**src/rtl/mc_dec_ctrl.sv**
```systemverilog
// mc_dec_ctrl: multi-cycle decoder and sequencer for the LA32 subset core.
// Holds the fetched word in an instruction register, decodes it once in ID,
// and keeps the decoded controls registered until the instruction retires.
module mc_dec_ctrl #(
  parameter int EXT_ISA = 1,
  parameter int MEM_TO  = 16,
  parameter int CNT_W   = 32
) (
  input  logic             clk,
  input  logic             rst,
  output logic             im_req,
  input  logic             im_ready,
  input  logic [31:0]      im_rdata,
  output logic             dm_req,
  output logic             dm_we,
  input  logic             dm_ready,
  input  logic             br_taken,
  output logic [31:0]      ir,
  output logic [4:0]       rf_raddr1,
  output logic [4:0]       rf_raddr2,
  output logic             rf_we,
  output logic [4:0]       rf_waddr,
  output logic [1:0]       we_sel,
  output logic [11:0]      alu_op,
  output logic [1:0]       alu_src1_sel,
  output logic [1:0]       alu_src2_sel,
  output logic [8:0]       br_type,
  output logic [31:0]      imm,
  output logic             pc_we,
  output logic             pc_sel,
  output logic             illegal,
  output logic             err,
  output logic [CNT_W-1:0] instr_cnt
);

  localparam logic [2:0] S_IF  = 3'd0;
  localparam logic [2:0] S_ID  = 3'd1;
  localparam logic [2:0] S_EX  = 3'd2;
  localparam logic [2:0] S_MEM = 3'd3;
  localparam logic [2:0] S_WB  = 3'd4;
  localparam logic [2:0] S_ERR = 3'd5;

  // Instruction class, selects the path through EX/MEM/WB.
  localparam logic [2:0] K_ALU = 3'd0;
  localparam logic [2:0] K_LD  = 3'd1;
  localparam logic [2:0] K_ST  = 3'd2;
  localparam logic [2:0] K_BR  = 3'd3;
  localparam logic [2:0] K_B   = 3'd4;
  localparam logic [2:0] K_LNK = 3'd5;

  localparam bit EXT = (EXT_ISA != 0);
  localparam int TW  = (MEM_TO > 1) ? $clog2(MEM_TO) : 1;
  localparam logic [TW-1:0] WAIT_LAST = TW'(MEM_TO - 1);

  typedef struct packed {
    logic [31:0] imm;
    logic [11:0] alu_op;
    logic [1:0]  src1;
    logic [1:0]  src2;
    logic [8:0]  br_type;
    logic [4:0]  ra1;
    logic [4:0]  ra2;
    logic [4:0]  wa;
    logic [1:0]  we_sel;
    logic [2:0]  kind;
  } ctl_t;

  logic [2:0]       state_q, state_d;
  logic [31:0]      ir_q, ir_d;
  ctl_t             ctl_q, ctl_d, dec;
  logic             dec_ok;
  logic [11:0]      op3r;
  logic [TW-1:0]    wait_q, wait_d;
  logic [CNT_W-1:0] cnt_q, cnt_d;
  logic [4:0]       rd, rj, rk;
  logic [31:0]      si12_x, si20_x, offs16_x, offs26_x;

  assign rd       = ir_q[4:0];
  assign rj       = ir_q[9:5];
  assign rk       = ir_q[14:10];
  assign si12_x   = {{20{ir_q[21]}}, ir_q[21:10]};
  assign si20_x   = {ir_q[24:5], 12'b0};
  assign offs16_x = {{14{ir_q[25]}}, ir_q[25:10], 2'b00};
  assign offs26_x = {{4{ir_q[9]}}, ir_q[9:0], ir_q[25:10], 2'b00};

  // Decode the instruction register into a control bundle and a legality flag.
  always_comb begin
    dec    = '0;
    dec_ok = 1'b0;
    op3r   = 12'h000;
    case (ir_q[31:15])
      17'h00020: op3r = 12'h001;
      17'h00022: op3r = 12'h002;
      17'h00024: op3r = 12'h004;
      17'h00025: op3r = 12'h008;
      17'h00029: op3r = 12'h010;
      17'h0002a: op3r = 12'h040;
      17'h0002b: op3r = 12'h080;
      default:   op3r = 12'h000;
    endcase
    if (op3r != 12'h000 && (EXT || op3r == 12'h001)) begin
      dec_ok = 1'b1; dec.alu_op = op3r; dec.src1 = 2'd2; dec.src2 = 2'd2;
      dec.ra1 = rj; dec.ra2 = rk; dec.wa = rd; dec.kind = K_ALU;
    end else if (ir_q[31:22] == 10'h00A) begin
      dec_ok = 1'b1; dec.alu_op = 12'h001; dec.src1 = 2'd2; dec.src2 = 2'd1;
      dec.ra1 = rj; dec.wa = rd; dec.imm = si12_x; dec.kind = K_ALU;
    end else if (ir_q[31:25] == 7'h0A) begin
      dec_ok = 1'b1; dec.alu_op = 12'h001; dec.src1 = 2'd0; dec.src2 = 2'd1;
      dec.wa = rd; dec.imm = si20_x; dec.kind = K_ALU;
    end else if (EXT && ir_q[31:25] == 7'h0E) begin
      dec_ok = 1'b1; dec.alu_op = 12'h001; dec.src1 = 2'd1; dec.src2 = 2'd1;
      dec.wa = rd; dec.imm = si20_x; dec.kind = K_ALU;
    end else if (ir_q[31:22] == 10'h0A2) begin
      dec_ok = 1'b1; dec.alu_op = 12'h001; dec.src1 = 2'd2; dec.src2 = 2'd1;
      dec.ra1 = rj; dec.wa = rd; dec.imm = si12_x; dec.we_sel = 2'd1; dec.kind = K_LD;
    end else if (ir_q[31:22] == 10'h0A6) begin
      dec_ok = 1'b1; dec.alu_op = 12'h001; dec.src1 = 2'd2; dec.src2 = 2'd1;
      dec.ra1 = rj; dec.ra2 = rd; dec.imm = si12_x; dec.kind = K_ST;
    end else begin
      case (ir_q[31:26])
        6'h13: if (EXT) begin
          dec_ok = 1'b1; dec.br_type = 9'h100; dec.alu_op = 12'h001;
          dec.src1 = 2'd2; dec.src2 = 2'd1; dec.ra1 = rj; dec.wa = rd;
          dec.imm = offs16_x; dec.we_sel = 2'd2; dec.kind = K_LNK;
        end
        6'h14: if (EXT) begin
          dec_ok = 1'b1; dec.br_type = 9'h040; dec.imm = offs26_x; dec.kind = K_B;
        end
        6'h15: if (EXT) begin
          dec_ok = 1'b1; dec.br_type = 9'h080; dec.imm = offs26_x;
          dec.wa = 5'd1; dec.we_sel = 2'd2; dec.kind = K_LNK;
        end
        6'h16, 6'h17, 6'h18, 6'h19: if (EXT || ir_q[31:26] == 6'h17) begin
          dec_ok = 1'b1; dec.br_type = 9'h001 << (ir_q[31:26] - 6'h16);
          dec.ra1 = rj; dec.ra2 = rd; dec.imm = offs16_x; dec.kind = K_BR;
        end
        default: dec_ok = 1'b0;
      endcase
    end
  end

  // Sequencer: next state, handshakes, per-state enables and retire counting.
  always_comb begin
    state_d = state_q;
    ir_d    = ir_q;
    ctl_d   = ctl_q;
    wait_d  = wait_q;
    cnt_d   = cnt_q;
    im_req  = 1'b0;
    dm_req  = 1'b0;
    dm_we   = 1'b0;
    rf_we   = 1'b0;
    pc_we   = 1'b0;
    pc_sel  = 1'b0;
    illegal = 1'b0;
    err     = 1'b0;
    case (state_q)
      S_IF: begin
        im_req = 1'b1;
        if (im_ready) begin
          ir_d = im_rdata; wait_d = '0; state_d = S_ID;
        end else if (MEM_TO != 0 && wait_q == WAIT_LAST) begin
          state_d = S_ERR;
        end else begin
          wait_d = wait_q + 1'b1;
        end
      end
      S_ID: begin
        if (dec_ok) begin
          ctl_d = dec; state_d = S_EX;
        end else begin
          illegal = 1'b1; pc_we = 1'b1; state_d = S_IF;
        end
      end
      S_EX: begin
        case (ctl_q.kind)
          K_LD, K_ST: state_d = S_MEM;
          K_BR:       begin pc_we = 1'b1; pc_sel = br_taken; state_d = S_IF; end
          K_B:        begin pc_we = 1'b1; pc_sel = 1'b1;     state_d = S_IF; end
          K_LNK:      begin pc_sel = 1'b1; state_d = S_WB; end
          default:    state_d = S_WB;
        endcase
      end
      S_MEM: begin
        dm_req = 1'b1;
        dm_we  = (ctl_q.kind == K_ST);
        if (dm_ready) begin
          wait_d = '0;
          if (ctl_q.kind == K_ST) begin
            pc_we = 1'b1; state_d = S_IF;
          end else begin
            state_d = S_WB;
          end
        end else if (MEM_TO != 0 && wait_q == WAIT_LAST) begin
          state_d = S_ERR;
        end else begin
          wait_d = wait_q + 1'b1;
        end
      end
      S_WB: begin
        rf_we   = (ctl_q.wa != 5'd0);
        pc_we   = 1'b1;
        pc_sel  = (ctl_q.kind == K_LNK);
        state_d = S_IF;
      end
      S_ERR:   err = 1'b1;
      default: state_d = S_IF;
    endcase
    if (rst) begin
      im_req = 1'b0; dm_req = 1'b0; dm_we = 1'b0; rf_we = 1'b0;
      pc_we = 1'b0; pc_sel = 1'b0; illegal = 1'b0; err = 1'b0;
    end
    if (pc_we && !illegal) cnt_d = cnt_q + 1'b1;
  end

  assign ir           = ir_q;
  assign imm          = ctl_q.imm;
  assign alu_op       = ctl_q.alu_op;
  assign alu_src1_sel = ctl_q.src1;
  assign alu_src2_sel = ctl_q.src2;
  assign br_type      = ctl_q.br_type;
  assign rf_raddr1    = ctl_q.ra1;
  assign rf_raddr2    = ctl_q.ra2;
  assign rf_waddr     = ctl_q.wa;
  assign we_sel       = ctl_q.we_sel;
  assign instr_cnt    = cnt_q;

  // State, instruction register, decoded controls, wait timer and counter.
  always_ff @(posedge clk) begin
    if (rst) begin
      state_q <= S_IF;
      ir_q    <= '0;
      ctl_q   <= '0;
      wait_q  <= '0;
      cnt_q   <= '0;
    end else begin
      state_q <= state_d;
      ir_q    <= ir_d;
      ctl_q   <= ctl_d;
      wait_q  <= wait_d;
      cnt_q   <= cnt_d;
    end
  end

endmodule
```
**config.mk**
```make
export PLATFORM = sky130hd
export DESIGN_NAME = mc_dec_ctrl
export DESIGN_NICKNAME = d
export VERILOG_FILES = /design/src/rtl/mc_dec_ctrl.sv
export SDC_FILE = /design/constraint.sdc
export NUM_CORES = 1
export LEC_CHECK = 0
export ABC_CLOCK_PERIOD_IN_PS = 4450
export CORE_MARGIN = 2
export CORE_UTILIZATION = 50
export CTS_CLUSTER_SIZE = 25
export DETAILED_ROUTE_END_ITERATION = 12
export HOLD_SLACK_MARGIN = 0.1
export PLACE_DENSITY = 0.83
export RECOVER_POWER = 25
export SLEW_MARGIN = 40
export SYNTH_ARGS = -nofsm -noshare
export SYNTH_HDL_FRONTEND = slang
export SYNTH_SLANG_ARGS = --single-unit
export TNS_END_PERCENT = 20
```
**constraint.sdc**
```tcl
create_clock -name clk -period 4.45 [get_ports clk]
set_input_delay 0.89 -clock clk [delete_from_list [all_inputs] [get_ports clk]]
set_output_delay 0.89 -clock clk [all_outputs]
set_load 0.01 [all_outputs]
```
==> summary.md <==
### Run status
- **status** complete, no violations

### Finish
- **non-filler instance count after layout** 1174
- **post-route core utilization** 65.0%
- **Area Overhead vs Synth** 26.3%
- **number of nets in the finished design** 1019
- **Inserted Diodes** 0
- **layout cell share with drive strength beyond 1** 7.07%

### Synthesis
- **sequential cell area fraction in the yosys report** 37.9%
- **Netlist Area Pre-Place** 7540 um^2
- **number of flops mapped to enable cells by yosys** 0
- **Yosys reg bits** 143
- **most area-consuming cells after synthesis** dfxtp_1, buf_4, nand2_1
- **most common flop cell mapped by yosys** dfxtp_1
- **share of synthesized flip-flops with an asynchronous set or reset** 0%
- **gate count of the mapped netlist** 905
- **share of Yosys cell area claimed by the top area cell type** 37.9%
- **cell type contributing the most total cell area after synthesis** dfxtp_1
- **most common library cells after synthesis** dfxtp_1, nand2_1, buf_4
- **count of unique library cells instantiated by Yosys** 75
- **most instantiated library cell after synthesis** dfxtp_1
- **average size of a mapped cell** 8.34 um^2
- **Ys Warns** 0

### Floorplan
- **width of the chip** 127 um
- **row cnt** 44
- **floorplan die height** 127 um
- **initial core utilization** 51.5%
- **area of the core** 14600 um^2
- **total die area** 16100 um^2
- **Boundary Pins** 183

### STA
- **clock period minus worst slack** 4.05 ns
- **fmax** 0.247 GHz
- **Hold Violations, Final** 0
- **pins over their slew limit** 0
- **worst setup skew after layout** 0.00867 ns
- **Final WS setup** 0.397 ns
- **post-route fraction of the period consumed by the critical path** 91.1%
- **worst hold slack across all endpoints** 0.457 ns
- **setup violators final** 0
- **worst relative slew slack** 8.74%
- **transition time at the pin with the least slew margin** 1.37 ns
- **Setup Total Neg Slack** 0 ns
- **unrepaired setup endpoints after global routing** no

### GRT
- **number of global-route vias before repair** 6459
- **initial antenna violation count** 0
- **total congestion overflow** 0
- **maximum number of pins on one net before global-route repair** 72
- **global-route usage over all layers** 26.4%
- **global-route wire length before repair** 34.0 mm

### Power
- **leakage power total** 3.49 nW
- **maximum vdd ir drop** 0.000309 V
- **power density over cell area** 335 nW/um^2

### CTS
- **clock slew seen by the registers of the worst setup and hold paths** 0.06 ns
- **CTS Buffer Depth** 2
- **clock buffers created by TritonCTS** 17
- **CTS hold repair buffers** 0
- **Clk Tree Root Cell** clkbuf_16
- **number of cells upsized or downsized after cts** 0
- **number of buffers added for setup after CTS** 0
- **clock tree from TritonCTS** built
- **H-tree levels** 4
- **later-pin clock latency in the skew report** 0.42 ns
- **TritonCTS sink count** 143

### Drt
- **number of DRC violations after detailed routing** 0
- **detail-routed via count per cell** 6.04
- **total vias in the final route** 7087
- **post-detailed-route count of antenna-violating nets** 0
- **WL per Instance** 18.4 um
- **TritonRoute pass-1 iters** 6
- **Starting DRT DRC Count** 735
- **wirelength, routed** 21.6 mm

### Worst hold path
- **kind of path behind the tightest hold check** reg2reg

### Critical path
- **sequence of cells on the critical path** inv_1 -> ha_1 -> nor4b_1 -> and3_1 -> a211oi_2 -> buf_4 -> nand3_1 -> a21oi_1 -> clkdlybuf4s50_1
- **stage delay of the slowest cell on the critical path** 0.68 ns
- **maximum fanout along the worst path** 18
- **data arrival time at the worst-slack endpoint** 3.16 ns
- **highest-delay cell along the critical path** dfxtp_1
- **critical path start-end classification** reg2out
- **CP startpoint kind** register
- **endpoint kind of the worst setup timing path** primary output
- **required time of the critical path** 3.56 ns

### Run
- **Max-cap violations** 0

### Place
- **HPWL Detailed** 15.0 mm
- **GP Congestion** 0.940
- **Post-Place Cells** 1142
- **IO buf count** 177
- **post-place setup slack** 0.865 ns

==> cell usage in the layout, fill, tap and decap left out, types with 13 or more instances in the layout <==
master	n
nand3_1	22
a221oi_1	16
dfxtp_1	143
dlygate4sd3_1	47
nor2_1	28
o32ai_1	26
o21ai_0	20
or4_1	16
mux2i_1	34
or3_1	13
nand2_1	133
o211ai_1	20
clkbuf_16	17
nand4_1	14
a21oi_1	68
o31ai_1	13
inv_1	37
and3_1	17
clkdlybuf4s50_1	129
==> sequential cells by signal, summed over array words and instances, names as in the netlist <==
| signal | cells |
|---|---|
| wait_q | 4 |
| ctl_q | 3 |
| rf_raddr2 | 5 |
| alu_src1_sel | 2 |
| ir | 32 |
| rf_raddr1 | 5 |
| rf_waddr | 5 |
| alu_src2_sel | 2 |
| br_type | 9 |
| we_sel | 2 |
| instr_cnt | 32 |
| alu_op | 7 |
| state_q | 3 |
| imm | 32 |
==> cell families after synthesis <==
group / synth area share [%]
xor+xnor: 0.929
mux: 4.51
other cells: 0.0497
compound gates: 21.9
buf+inv: 12.9
fa+ha+maj: 0.962
flops: 37.9
simple gates: 20.8
==> power by group <==
part	internal (mW)	total, mW	switching, mW
clock	1.04	1.57	0.536
combinational	0.115	0.264	0.150
sequential	1.30	1.35	0.0514
total	2.46	3.19	0.737
==> worst max-delay path, delay by kind of cell (launching register included) <==
family | cells | cell delay [ns]
buffers and inverters | 3 | 0.93
AND/OR/NAND/NOR | 3 | 0.52
AO/OA/AOI/OAI | 2 | 0.39
adder cells (fa/ha/maj) | 1 | 0.21
flip-flops | 1 | 0.68
==> path summary, 6_finish.rpt <==
path | cells after the start | slack, ns | end | start
worst max-delay path | 9 | 0.40 | pc_we | ir[28]$_SDFFE_PP0P_
worst min-delay path | 2 | 0.46 | alu_op[0]$_SDFFE_PP0P_ | alu_op[0]$_SDFFE_PP0P_
worst max register to register | 8 | 1.40 | imm[5]$_SDFFE_PP0P_ | ir[28]$_SDFFE_PP0P_
worst min register to register | 2 | 0.46 | alu_op[0]$_SDFFE_PP0P_ | alu_op[0]$_SDFFE_PP0P_
==> area by class of cell <==
class / count / area, um^2
Fill cell: 1222 / 5120
Tap cell: 184 / 230
Inverter: 38 / 143
Multi-Input combinational cell: 588 / 3750
Clock buffer: 22 / 474
Sequential cell: 143 / 2860
Timing Repair Buffer: 189 / 1880
Clock inverter: 10 / 183
==> per-layer routing <==
metal  wire [um]  global-route usage [%]  vias up
met1        8680                    32.5     3335
met3        2020                    7.42       57
met4         698                    12.3        0
met5           0                       0        -
li1            -                       -     3364
met2       10200                    42.8      331
==> stage by stage <==
step | cell area, um^2 | total power, mW
finish | 9530 | 3.19
global route | 9530 | 3.30
CTS | 9510 | 3.20
detailed placement | 8860 | 1.64
global placement | 8820 | 1.63
floorplan | 7560 | 1.51
(Power assumes the default switching activity.)
